--- src/rtl/aes_dec_key_sched.sv ---
// AES-128 decryption key schedule: expands a loaded key into 11 buffered
// round keys, then serves them round 10 down to 0 over a valid/ack handshake.

module aes_sbox (
  input  logic [7:0] a_i,
  output logic [7:0] s_o
);

  function automatic logic [7:0] gmul(
    input logic [7:0] a,
    input logic [7:0] b
  );
    logic [7:0] p;
    logic [7:0] x;
    logic [7:0] y;
    p = 8'h00;
    x = a;
    y = b;
    for (int i = 0; i < 8; i++) begin
      if (y[0]) p = p ^ x;
      x = x[7] ? ({x[6:0], 1'b0} ^ 8'h1b)
               : {x[6:0], 1'b0};
      y = {1'b0, y[7:1]};
    end
    return p;
  endfunction

  logic [7:0] x2, x3, x6, x12, x15;
  logic [7:0] x30, x60, x120, x240;
  logic [7:0] x252, inv;

  // Inverse as x^254 over GF(2^8), then the affine map
  always_comb begin
    x2   = gmul(a_i, a_i);
    x3   = gmul(x2, a_i);
    x6   = gmul(x3, x3);
    x12  = gmul(x6, x6);
    x15  = gmul(x12, x3);
    x30  = gmul(x15, x15);
    x60  = gmul(x30, x30);
    x120 = gmul(x60, x60);
    x240 = gmul(x120, x120);
    x252 = gmul(x240, x12);
    inv  = gmul(x252, x2);
    s_o  = inv
         ^ {inv[6:0], inv[7]}
         ^ {inv[5:0], inv[7:6]}
         ^ {inv[4:0], inv[7:5]}
         ^ {inv[3:0], inv[7:4]}
         ^ 8'h63;
  end

endmodule

module aes_dec_key_sched (
  input  logic         clk,
  input  logic         rst,
  input  logic [0:127] key_in,
  input  logic         key_load,
  input  logic         blk_start,
  input  logic         rk_ack,
  output logic         busy,
  output logic         keys_ready,
  output logic         rk_valid,
  output logic [0:127] rk_out,
  output logic [3:0]   rk_round,
  output logic         rk_last
);

  typedef enum logic [1:0] {
    IDLE,
    EXPAND,
    READY,
    SERVE
  } state_e;

  state_e       state_q, state_d;
  logic [3:0]   rc_q, rc_d;
  logic [3:0]   rnd_q, rnd_d;
  logic [0:127] rko_q, rko_d;
  logic         exp_we;

  logic [0:127] kbuf_q [0:10];

  logic [0:127] cur;
  logic [0:31]  w0, w1, w2, w3;
  logic [0:31]  rot, sub, t;
  logic [0:31]  w0n, w1n, w2n, w3n;
  logic [0:127] nxt;
  logic [7:0]   rcon;

  always_comb begin
    unique case (rc_q)
      4'd0:    rcon = 8'h01;
      4'd1:    rcon = 8'h02;
      4'd2:    rcon = 8'h04;
      4'd3:    rcon = 8'h08;
      4'd4:    rcon = 8'h10;
      4'd5:    rcon = 8'h20;
      4'd6:    rcon = 8'h40;
      4'd7:    rcon = 8'h80;
      4'd8:    rcon = 8'h1b;
      4'd9:    rcon = 8'h36;
      default: rcon = 8'h00;
    endcase
  end

  assign cur = kbuf_q[rc_q];
  assign w0  = cur[0:31];
  assign w1  = cur[32:63];
  assign w2  = cur[64:95];
  assign w3  = cur[96:127];
  assign rot = {w3[8:31], w3[0:7]};

  for (genvar i = 0; i < 4; i++) begin : g_sbox
    aes_sbox u_sbox (
      .a_i (rot[8*i +: 8]),
      .s_o (sub[8*i +: 8])
    );
  end

  assign t   = sub ^ {rcon, 24'h000000};
  assign w0n = w0 ^ t;
  assign w1n = w1 ^ w0n;
  assign w2n = w2 ^ w1n;
  assign w3n = w3 ^ w2n;
  assign nxt = {w0n, w1n, w2n, w3n};

  always_comb begin
    state_d = state_q;
    rc_d    = rc_q;
    rnd_d   = rnd_q;
    rko_d   = rko_q;
    exp_we  = 1'b0;
    if (key_load) begin
      state_d = EXPAND;
      rc_d    = 4'd0;
    end else begin
      unique case (state_q)
        IDLE: ;
        EXPAND: begin
          exp_we = 1'b1;
          if (rc_q == 4'd9) state_d = READY;
          else              rc_d    = rc_q + 4'd1;
        end
        READY: begin
          if (blk_start) begin
            state_d = SERVE;
            rnd_d   = 4'd10;
            rko_d   = kbuf_q[10];
          end
        end
        SERVE: begin
          if (rk_ack) begin
            if (rnd_q == 4'd0) begin
              state_d = READY;
            end else begin
              rnd_d = rnd_q - 4'd1;
              rko_d = kbuf_q[rnd_q - 4'd1];
            end
          end
        end
        default: state_d = IDLE;
      endcase
    end
  end

  always_ff @(posedge clk) begin
    if (rst) begin
      state_q <= IDLE;
      rc_q    <= 4'd0;
      rnd_q   <= 4'd0;
      rko_q   <= '0;
    end else begin
      state_q <= state_d;
      rc_q    <= rc_d;
      rnd_q   <= rnd_d;
      rko_q   <= rko_d;
    end
  end

  // Buffer contents are never reset; validity is tracked by the state
  always_ff @(posedge clk) begin
    if (!rst) begin
      if (key_load)
        kbuf_q[0] <= key_in;
      else if (exp_we)
        kbuf_q[rc_q + 4'd1] <= nxt;
    end
  end

  assign busy       = (state_q == EXPAND);
  assign keys_ready = (state_q == READY) || (state_q == SERVE);
  assign rk_valid   = (state_q == SERVE);
  assign rk_out     = rko_q;
  assign rk_round   = rnd_q;
  assign rk_last    = rk_valid && (rnd_q == 4'd0);

endmodule

--- config.mk ---
export PLATFORM = sky130hd
export DESIGN_NAME = aes_dec_key_sched
export DESIGN_NICKNAME = d
export VERILOG_FILES = /design/src/rtl/aes_dec_key_sched.sv
export SDC_FILE = /design/constraint.sdc
export NUM_CORES = 2
export LEC_CHECK = 0
export ABC_CLOCK_PERIOD_IN_PS = 21800
export CORE_ASPECT_RATIO = 0.9
export CORE_MARGIN = 8
export CORE_UTILIZATION = 58
export DETAILED_ROUTE_END_ITERATION = 10
export PLACE_DENSITY = 0.78
export SLEW_MARGIN = 5
export SYNTH_ARGS = -nofsm -noshare
export SYNTH_HDL_FRONTEND = slang
export SYNTH_HIERARCHICAL = 1
export SYNTH_SLANG_ARGS = --single-unit
export TNS_END_PERCENT = 20
--- constraint.sdc ---
create_clock -name clk -period 21.8 [get_ports clk]
set_input_delay 5.45 -clock clk [delete_from_list [all_inputs] [get_ports clk]]
set_output_delay 5.45 -clock clk [all_outputs]
set_load 0.1 [all_outputs]
==> summary.txt <==
Clk sinks: 1558
Max Slew Vio Count: 0
Vias in the first global route: 85390
Top cells by area, synth: edfxtp_1 (37%), mux4_2 (10%), xnor2_1 (8.9%), xnor3_1 (4.6%), mux2i_1 (3.3%)
Placed cell areas: 120800 um2
Number of remaining DRC errors: 0
WL per Instance: 29.68 um
1st-pass router iterations: 7
Most frequent cells in the layout: edfxtp_1 (1408), xnor2_1 (1083), nand2_1 (927)
Vias/cell: 6.943
Post-synth EDFFs: 1408
Most used DFF post-synth: edfxtp_1
Worst path bufs/invs: 6
Synth area leader: edfxtp_1
Number of I/O port buffers: 268
Die Y-Extent: 437.7 um
Crit start category: register
TNS Setup: 0 ps
CP Max Fanout: 24
Req. time, crit path: 22290 ps
Gr ovfl total: 0
Critical Path Max Stage Delay: 730 ps
Relative slew slack: 0.1267
Initial core utilization: 0.5843
Share of cells above drive strength 1: 0.1914
Via Count: 87080
Ys async rst share: 0
DRT antenna net count: 0
Layout area overhead: 11.52%
Fmax: 47.43 MHz
RSZ-0062 raised after global routing: true
Layout Nets: 9996
DP HPWL: 238100 um
Clk Latency, worst-skew pair: 810 ps
Commonest non-fill, non-tap cell in the layout: edfxtp_1
Post-synth top area share: 0.3689
Die span in x: 484.6 um
Die ar.: 212100 um2
Seq cells post-synth: 1558
Hold Fails Final Rpt: 0
Post-synth cell types: 101
Synth Cell Area: 114600 um2
Io pins: 269
Sequential fraction of the synthesis area: 0.3951
Final min period: 21080 ps
Initial antenna violation count: 15
Crit-path most repeated cell: xnor2_1
Final setup vio count: 0
Fin area: 127800 um2
Critical Path AT: 21570 ps
Post-Syn Instances: 9658
Reg2reg path depth: 69
First-pass GRT wire length: 549500 um
Clk slew on worst S/H paths: 70 ps
Crit path max-delay cell type: mux4_2
Status: finished, final reports clean
Critical path type: register to register
CORE AREA: 196200 um2
Synth Net Count: 9822
GP Congestion: 0.9511
Initial DRC count: 11940
Period Utilization, post-route: 0.9671
Pre-CTS setup slack: -998.9 ps
Site Rows: 154
Crit path depth: 69
Slew @ Worst Pin: 1310 ps
Total Wirelength: 372300 um
Hold Crit Depth: 2
Critical path's top delay family: XOR/XNOR gates
Num CTS Buffers: 149
Max_cap viols: 0
Final Skew: 35.39 ps
Largest net degree at the start of global routing: 159
Clock buffer depth: 3
Yosys warns: 6
CTS tree: yes
Worst Hold Class: register to register
CTS HTree Levels: 4
Final setup margin: 716.5 ps
Gr usage total: 0.3355
Hold_buf cts: 0
Fillers: 13970
Root Buffer: clkbuf_16
Avg Cell Area, Syn: 11.87 um2
Crit path capture type: register
Final hold slack: 453.4 ps
==> cell usage after synthesis (136+ instances only) <==
cell type / count
dfxtp_1: 150
xnor2_1: 1168
mux4_2: 528
o221ai_1: 143
xnor3_1: 236
clkbuf_1: 362
edfxtp_1: 1408
xor2_1: 418
a31oi_1: 176
nor2_1: 624
buf_2: 162
a21oi_1: 397
o22ai_1: 199
nor3_1: 136
o21ai_0: 192
mux2i_1: 376
nand2_1: 936
==> stage by stage <==
step	utilization	instances
floorplan	-	9658
global placement	0.6160	12240
detailed placement	0.6160	12240
CTS	0.6428	12510
global route	0.6515	12530
finish	0.6516	12540
==> worst reg2reg max path, delay by kind of cell, from the launching register on <==
| family | cells | cell delay [ps] |
|---|---|---|
| mux | 2 | 1320 |
| buf+inv | 6 | 1280 |
| xor+xnor | 35 | 11770 |
| compound gates | 13 | 3310 |
| flops | 1 | 550 |
| simple gates | 10 | 1510 |
| fa+ha+maj | 3 | 1040 |
==> final cells by class <==
cell class	count	area, um2	area share
Antenna cell	13	32.53	0.0002545
Tap cell	2574	3221	0.02520
Multi-Input combinational cell	7339	67810	0.5305
Clock inverter	90	932.1	0.007293
Inverter	95	359.1	0.002809
Sequential cell	1558	45300	0.3544
Clock buffer	185	4099	0.03207
Timing Repair Buffer	689	6062	0.04743
==> metal layers <==
| layer | share of wire | global-route usage | wire length (um) |
|---|---|---|---|
| met5 | 0.00016 | 0 | 60 |
| met4 | 0.071 | 0.2128 | 26590 |
| met3 | 0.13 | 0.09071 | 49520 |
| met2 | 0.44 | 0.5135 | 165400 |
| met1 | 0.35 | 0.4251 | 130700 |
==> flip-flops by register name, indices dropped and copies added, names as in the netlist, named ones only <==
signal	count
kbuf_q	1408
rk_out	128
rcon	8
rc_q	4
rk_round	4
state_q	2
==> final timing paths <==
kind,startpoint,end,slack [ps]
worst max register to register,register,kbuf_q[7][2],720
worst min-delay path,rk_out[6],rk_out[6],450
worst max-delay path,register,kbuf_q[7][2],720
worst min register to register,rk_out[6],rk_out[6],450
==> cells by family (layout without fill, tap and decap cells) <==
kind of cell | after synthesis | after routing | synth area share
AND/OR/NAND/NOR | 2323 | 2323 | 0.09190
XOR/XNOR | 2106 | 2106 | 0.2181
AO/OA/AOI/OAI | 1878 | 1878 | 0.1151
flip-flops | 1558 | 1558 | 0.3951
multiplexers | 999 | 1001 | 0.1459
buffers and inverters | 763 | 1059 | 0.03047
adder cells (fa/ha/maj) | 31 | 31 | 0.003384
other | 0 | 13 | 0
==> timing repair <==
item,4_1_cts,5_1_grt
gates cloned,0,2
hold endpoints to repair,0,0
buffers inserted,1,17
gates resized for setup,48,236
pin swaps,0,10
setup endpoints to repair,577,1408
Power is left out: the tool's default activity adds up to more than one toggle a clock period on the data nets, which glitch-free logic cannot reach.
